**src/rtl/prng_share_ctrl.sv**
```systemverilog
// prng_share_ctrl: owns a 6-bit Fibonacci LFSR and time-shares its 3-bit
// draws among NUM_REQ requesters.
//
// It runs a warm-up of WARMUP discarded steps after reset or a seed load,
// then serves requests round-robin with at most one draw per cycle.
// This block is the only place where the LFSR is stepped.
//
// Handshake:
//   - A requester raises req[i] and holds it until it sees rsp_valid[i].
//   - rsp_valid[i] is a registered, one-cycle pulse.
//   - rsp_data is valid only in that cycle.
//   - During the pulse cycle, requester i is masked from arbitration.
//     This lets it drop req without being granted twice.
//
// FSM visibility: ready is a registered copy of (state == S_SERVE) and is
// the observable state indicator. The only exception is the first cycle
// after reset with WARMUP=0, when ready is still 0 while already serving.
module prng_share_ctrl #(
  parameter int NUM_REQ = 4,
  parameter int WARMUP  = 8
) (
  input  logic               clk,
  input  logic               rst,
  input  logic [5:0]         seed,
  input  logic               seed_load,
  input  logic [NUM_REQ-1:0] req,
  output logic [NUM_REQ-1:0] rsp_valid,
  output logic [2:0]         rsp_data,
  output logic               ready
);

  localparam int PW = (NUM_REQ > 1) ? $clog2(NUM_REQ) : 1;
  localparam logic [5:0] DEFAULT_SEED = 6'b101100;
  localparam logic [5:0] LAST_CNT = (WARMUP == 0) ? 6'd0 : 6'(WARMUP - 1);
  localparam logic       START_READY = (WARMUP == 0) ? 1'b1 : 1'b0;
  localparam logic [PW-1:0] LAST_IDX = PW'(NUM_REQ - 1);
  localparam logic [NUM_REQ-1:0] ONE_HOT0 = NUM_REQ'(1);

  typedef enum logic {
    S_WARMUP = 1'b0,
    S_SERVE  = 1'b1
  } state_t;

  localparam state_t START_STATE = (WARMUP == 0) ? S_SERVE : S_WARMUP;

  state_t              state;
  logic [5:0]          lfsr;
  logic [5:0]          cnt;
  logic [PW-1:0]       rr;

  logic [5:0]          lfsr_next;
  logic [5:0]          seed_sub;
  logic [2:0]          draw;
  logic [NUM_REQ-1:0]  elig;
  logic                gnt_found;
  logic [PW-1:0]       gnt_idx;
  logic [PW-1:0]       cand_idx;
  logic [PW-1:0]       rr_next;
  int                  cand;

  // LFSR step, seed substitution (an all-zero seed would lock up) and draw tap
  always_comb begin
    lfsr_next = {lfsr[4:0], lfsr[5] ^ lfsr[4]};
    seed_sub  = (seed == 6'd0) ? DEFAULT_SEED : seed;
    draw      = {lfsr[1], lfsr[3], lfsr[5]};
  end

  // Round-robin search starting at rr; requesters being answered this cycle are masked
  always_comb begin
    elig      = req & ~rsp_valid;
    gnt_found = 1'b0;
    gnt_idx   = '0;
    cand      = 0;
    cand_idx  = '0;
    for (int k = 0; k < NUM_REQ; k++) begin
      cand = int'(rr) + k;
      if (cand >= NUM_REQ) begin
        cand = cand - NUM_REQ;
      end
      cand_idx = PW'(cand);
      if (!gnt_found && elig[cand_idx]) begin
        gnt_found = 1'b1;
        gnt_idx   = cand_idx;
      end
    end
    rr_next = (gnt_idx == LAST_IDX) ? '0 : gnt_idx + PW'(1);
  end

  // Controller FSM: seed load has priority, then warm-up stepping or serving grants
  always_ff @(posedge clk or negedge rst) begin
    if (!rst) begin
      state     <= START_STATE;
      lfsr      <= DEFAULT_SEED;
      cnt       <= '0;
      rr        <= '0;
      rsp_valid <= '0;
      rsp_data  <= '0;
      ready     <= 1'b0;
    end else if (seed_load) begin
      state     <= START_STATE;
      lfsr      <= seed_sub;
      cnt       <= '0;
      rsp_valid <= '0;
      ready     <= START_READY;
    end else if (state == S_WARMUP) begin
      lfsr      <= lfsr_next;
      cnt       <= cnt + 6'd1;
      rsp_valid <= '0;
      if (cnt == LAST_CNT) begin
        state <= S_SERVE;
        ready <= 1'b1;
      end
    end else begin
      ready <= 1'b1;
      if (gnt_found) begin
        rsp_valid <= ONE_HOT0 << gnt_idx;
        rsp_data  <= draw;
        lfsr      <= lfsr_next;
        rr        <= rr_next;
      end else begin
        rsp_valid <= '0;
      end
    end
  end

endmodule
```
**config.mk**
```make
export PLATFORM = sky130hd
export DESIGN_NAME = prng_share_ctrl
export DESIGN_NICKNAME = d
export VERILOG_FILES = /design/src/rtl/prng_share_ctrl.sv
export SDC_FILE = /design/constraint.sdc
export NUM_CORES = 1
export LEC_CHECK = 0
export CAP_MARGIN = 5
export CORE_UTILIZATION = 51
export DETAILED_ROUTE_END_ITERATION = 10
export GPL_ROUTABILITY_DRIVEN = 0
export PLACE_DENSITY_LB_ADDON = 0.25
export SYNTH_ARGS = -nofsm -noshare
export SYNTH_HDL_FRONTEND = slang
export SYNTH_SLANG_ARGS = --single-unit
```
**constraint.sdc**
```tcl
create_clock -name clk -period 2 [get_ports clk]
set_clock_uncertainty 0.05 [all_clocks]
set_input_delay 0.4 -clock clk [delete_from_list [all_inputs] [get_ports clk]]
set_output_delay 0.4 -clock clk [all_outputs]
set_load 0.01 [all_outputs]
```
Word-level counts from Yosys, hierarchy flattened
Cells that the tools add are included.

operators by class
  multiplexer cells = 36
  add/sub/neg operators = 9
  order comparisons = 8
  reduce and logical (&&, ||, !) cells = 9
  shift-type cells = 1
  bitwise logic cells = 4
  eq/ne operators = 4

operators by type and width
  kind                                                   count
  two-way mux 6 bit                                      6
  two-way mux 2 bit                                      9
  two-way mux 1 bit                                      14
  < comparator 2 x 3 -> 1 bit, second input constant     4
  two-way mux 4 bit                                      3
  >= comparator 3 bit, second input constant             3
  binary-select mux 1 bit (select 2 bit)                 4
  subtractor 2 x 1 -> 2 bit, second input constant       4
  adder 2 x 2 -> 3 bit, second input constant            2
  adder 6 x 1 -> 6 bit, second input constant            1
  == test 6 x 3 -> 1 bit, second input constant          1
  zero test 6 bit                                        1
  AND 4 bit                                              1
  inverter 4 bit                                         1
  left shift 1 x 2 -> 4 bit, first input constant        1
  adder 2 x 1 -> 3 bit, second input constant            1
  >= comparator 2 x 3 -> 1 bit, second input constant    1
  logical AND 1 bit                                      3
  zero test 1 bit                                        3
  inequality test 3 x 2 -> 1 bit, second input constant  1
  AND reduction 3 bit                                    1
  nonzero test 3 bit                                     1
  adder 2 x 1 -> 2 bit, second input constant            1
  == test 2 bit, second input constant                   1
  other kinds (3)                                        3

word-level totals
  logic and storage cells = 78
  output and inout bits = 8
  input port bits = 13
  register bits after elaboration = 23

Depth between registers and ports, before layout
Gate-level depths: netlist of the first run.

  word-level depth = 18
  gate-level depth with buffers = 6

Least setup slack after synthesis of the first run
No wires, ideal clock.

  path kind = register -> register
  start point = reg rsp_valid[0]
  end point = reg rr[1]
  setup time = 0.125 ns
  slack = 0.118 ns
  stages on the path, launching flop included = 7
  arrival time = 1.707 ns
  data required time = 1.825 ns
  cell sequence = dfrtp_1 > and2b_1 > a21oi_1 > o21ai_0 > o2bb2a_1 > ha_1 > mux2_2

between the ends
  longest elaborated chain between the ends = 16

ends and longest elaborated chain
  element                                                RTL line  text
  from (decl)                                            27        output logic [NUM_REQ-1:0] rsp_valid,
  from (signal assigned)                                 116       rsp_valid <= ONE_HOT0 << gnt_idx;
  inverter 4 bit *                                       70        elig = req & ~rsp_valid;
  AND 4 bit *                                            70
  binary-select mux 1 bit (select 2 bit)                 81        if (!gnt_found && elig[cand_idx]) begin
  two-way mux 1 bit (not written as such)                81
  two-way mux 1 bit                                      81
  zero test 1 bit                                        81
  logical AND 1 bit                                      81
  two-way mux 1 bit                                      81
  zero test 1 bit                                        81
  logical AND 1 bit                                      81
  two-way mux 1 bit                                      81
  zero test 1 bit                                        81
  logical AND 1 bit                                      81
  two-way mux 2 bit *                                    81
  adder 2 x 1 -> 2 bit or == test 2 bit (tied branches)  86        rr_next = (gnt_idx == LAST_IDX) ? '0 : gnt_idx + PW'(1);
  two-way mux 2 bit *                                    86
  net rr_next[1]                                         58        logic [PW-1:0] rr_next;
  to (signal assigned)                                   119       rr <= rr_next;
  to (decl)                                              49        logic [PW-1:0] rr;

The timed path passes the listed nets; every way through them passes the cells marked *. The select of a mux whose other input is x is not followed.
A chain may end at the register's enable or synchronous reset.

Worst setup path after layout of the first run
  start point = in req[0]
  end point = reg rr[1]

between the ends
  longest elaborated chain between the ends = 15

ends and longest elaborated chain
  element                                                RTL line  text
  from (decl)                                            26        input logic [NUM_REQ-1:0] req,
  AND 4 bit *                                            70
  binary-select mux 1 bit (select 2 bit)                 81
  two-way mux 1 bit (not written as such)                81
  two-way mux 1 bit                                      81
  zero test 1 bit                                        81
  logical AND 1 bit                                      81
  two-way mux 1 bit                                      81
  zero test 1 bit                                        81
  logical AND 1 bit                                      81
  two-way mux 1 bit                                      81
  zero test 1 bit                                        81
  logical AND 1 bit                                      81
  two-way mux 2 bit *                                    81
  adder 2 x 1 -> 2 bit or == test 2 bit (tied branches)  86
  two-way mux 2 bit *                                    86
  net rr_next[1]                                         58

Marks and branches as above.

==> impl_metrics.env, run 1 <==
export IMPL_power_total_mw=0.989
export IMPL_r2r_slack_ns=0.19
export IMPL_cellLeakagePower_nw=0.704
export IMPL_critPathMaxStageDelay_ns=0.46
export IMPL_relSlewSlack_pct=79.6
export IMPL_hold_buffers=0
export IMPL_grt_util_all_layers_pct=20.1
export IMPL_synth_area_per_cell_sq_um=11.9
export IMPL_setup_violations=0
export IMPL_reg2reg_to="rr[1]$_DFFE_PN0P_"
export IMPL_syn_to_final_growth_pct=26.1
export IMPL_power_density_nw_per_um2=639
export IMPL_dr_total_vias=852
export IMPL_ant_nets=0
export IMPL_layout_worst_path_cycle_share_pct=95.2
export IMPL_hold_violations=0
export IMPL_synth_top_cell_area_share_pct=40.8
export IMPL_ys_seq_area_share_pct=47.2
export IMPL_rows=17
export IMPL_setup_worst_path_start_class="input pin"
export IMPL_critPathMaxFanout=5
export IMPL_critPathRequiredTime_ns=2.16
export IMPL_ir_worst_vdd_mv=0.461
export IMPL_netlist_area_sq_um=1230
export IMPL_overflow=0
export IMPL_min_period_ns=1.90
export IMPL_grt_pass1_vias=840
export IMPL_cts_sinks=23
export IMPL_clk_pin_slew_worst_paths_ns=0.12
export IMPL_htree_num_levels=1
export IMPL_fin_util_pct=69.2
export IMPL_drtPass1Iterations=4
export IMPL_tightest_slew_ns=0.306
export IMPL_cts_buffer_depth=2
export IMPL_grt_max_degree=24
export IMPL_yosys_most_used_dff="dfrtp_1"
export IMPL_drt_total_wl_um=2180
export IMPL_maxCapViolations=0
export IMPL_synthTopCellsByArea="dfrtp_1 41%, mux2_4 7.3%, dfstp_2 6.4%"
export IMPL_path_cells="clkdlybuf4s50_1 -> and2b_2 -> a21oi_1 -> o21ai_1 -> o2bb2a_1 -> ha_1 -> mux2_2"
export IMPL_worstSetupStartpoint="req[0]"
export IMPL_cts_buffers=3
export IMPL_antenna_found_initial=0
export IMPL_ys_seq_elements=23
export IMPL_end_kind="flop"
export IMPL_clkLatencyLatePin_ns=0.31
export IMPL_synth_edff_count=0
export IMPL_synthArstFlopShare_pct=100
export IMPL_drive_above_1_share_pct=24.6
export IMPL_grt_pass1_wl_um=3800
export IMPL_status="complete, no violations"
export IMPL_fin_nets=153
export IMPL_rsz0062_at_grt="no"
export IMPL_start_util_pct=54.9
export IMPL_r2r_start="rsp_valid[0]$_DFF_PN0_"
export IMPL_clockRootBuffer="clkbuf_4"
export IMPL_numPortBuffers=20
export IMPL_synth_top_cell_by_area="dfrtp_1"
export IMPL_die_w_um=51.0
export IMPL_drt_iter0_drc=10
export IMPL_n_antenna_cell=0
export IMPL_maxClockFrequency_ghz=0.525
export IMPL_synth_most_common_cell="dfrtp_1"
export IMPL_cp_arrival_ns=2.06
export IMPL_cts_tree="yes"
export IMPL_critical_path_class="input pin to flop"
export IMPL_synth_top_cells_by_count="20 x dfrtp_1, 9 x nor2_1, 6 x mux2_2, 6 x mux2_4"
export IMPL_die_area_sq_um=2600
export IMPL_drc=0
export IMPL_synth_cells=103
export IMPL_hp_class="input pin to asynchronous set/reset pin"
export IMPL_die_y_um=51.0
export IMPL_core_sq_um=2230
export IMPL_routedWlPerCell_um=13.5
export IMPL_synth_fp_nets=121
export IMPL_io_pins=21
export IMPL_yosysWarnings=0
export IMPL_hpwl_um=1650
export IMPL_timing_setup_tns_ns=0
export IMPL_ff2ff_path_depth=6
export IMPL_vias_per_cell=5.26
export IMPL_slew_viol_final=0
export IMPL_synth_cell_types=35
export IMPL_cpMaxStageDelayCell="clkdlybuf4s50_1"
==> cells in the final DEF (no fill, tap or decap), types with 2 or more instances in the layout <==
master and instances:
a21oi_1 3, and2_1 4, buf_4 10, clkbuf_4 3, clkdlybuf4s50_1 20, dfrtp_1 20, dfstp_2 3, ha_1 5
inv_1 4, mux2_2 6, mux2_4 6, mux2i_1 5, nand2_1 4, nand2b_1 2, nand4b_1 2, nor2_1 9
o21ai_0 3, xnor2_1 3, xor2_1 3
==> worst max-delay path: cells and delay by family <==
kind / cells / cell delay, ns
fa+ha+maj: 1 / 0.28
simple gates: 1 / 0.18
compound gates: 3 / 0.47
buf+inv: 1 / 0.46
mux: 1 / 0.27
==> flip-flops by register name (all words and copies together) (netlist names) <==
register / flops
cnt: 6
lfsr: 6
ready: 1
rr: 2
rsp_data: 3
rsp_valid: 4
state: 1
==> cell families after synthesis <==
family                     after synthesis  synth area share (%)
xor gates and xnor gates                 6                  4.29
AOI/OAI and AO/OA                       14                  9.08
DFF                                     23                  47.2
buffers and inverters                    7                  2.86
adders and majority gates                5                  5.10
muxes                                   17                  16.9
and+or+nand+nor                         31                  14.5
==> where the power goes <==
part	internal, mW	switching (mW)
clock network	0.0780	0.140
logic	0.134	0.0875
registers	0.511	0.0374
==> layout make-up <==
type	instances	area (sq um)
Timing Repair Buffer	30	275
Tap cell	28	35.0
Inverter	4	15.0
Clock buffer	4	26.3
Multi-Input combinational cell	73	616
Sequential cell	23	579
Fill cell	175	687
==> per-layer routing <==
layer / up-vias / global-route usage, % / share of wire [%]
met1: 408 / 24.5 / 44
met4: 0 / 9.72 / 2.0
met5: - / 0 / 0
met3: 5 / 1.79 / 3.3
li1: 419 / - / -
met2: 20 / 35.3 / 50
==> worst max path at each step <==
| stage | to | slack (ns) | cells after the start |
|---|---|---|---|
| after global routing | rr[1]$_DFFE_PN0P_ | 0.03 | 8 |
| after global placement | rr[1]$_DFFE_PN0P_ | -0.24 | 7 |
| after CTS | rr[1]$_DFFE_PN0P_ | 0.002 | 7 |
| after floorplan | rr[1]$_DFFE_PN0P_ | 0.12 | 6 |
| after detailed placement | rr[1]$_DFFE_PN0P_ | -0.33 | 7 |
| final | rr[1]$_DFFE_PN0P_ | 0.1 | 7 |
==> per-stage QoR <==
step	instance area, sq um	instances	worst slack [ns]	hold slack, ns
floorplan	1230	103	0.118	0.0544
detailed placement	1520	158	-0.333	0.445
global route	1550	162	0.0300	0.411
finish	1550	162	0.0967	0.372
global placement	1520	158	-0.245	0.439
CTS	1540	162	0.00222	0.381
==> timing repair <==
action	4_1_cts	5_1_grt
setup buffers	0	0
setup endpoints to repair	0	1
resized for setup	0	3
(Power assumes the default switching activity.)
==> inputs of run 2 (changes only) <==
--- a/config.mk
+++ b/config.mk
@@ -5,7 +5,6 @@
 export SDC_FILE = /design/constraint.sdc
 export NUM_CORES = 1
 export LEC_CHECK = 0
-export CAP_MARGIN = 5
 export CORE_UTILIZATION = 51
 export DETAILED_ROUTE_END_ITERATION = 10
 export GPL_ROUTABILITY_DRIVEN = 0
==> results of run 2 <==
Final layout, timing and power as in run 1 (identical DEF).
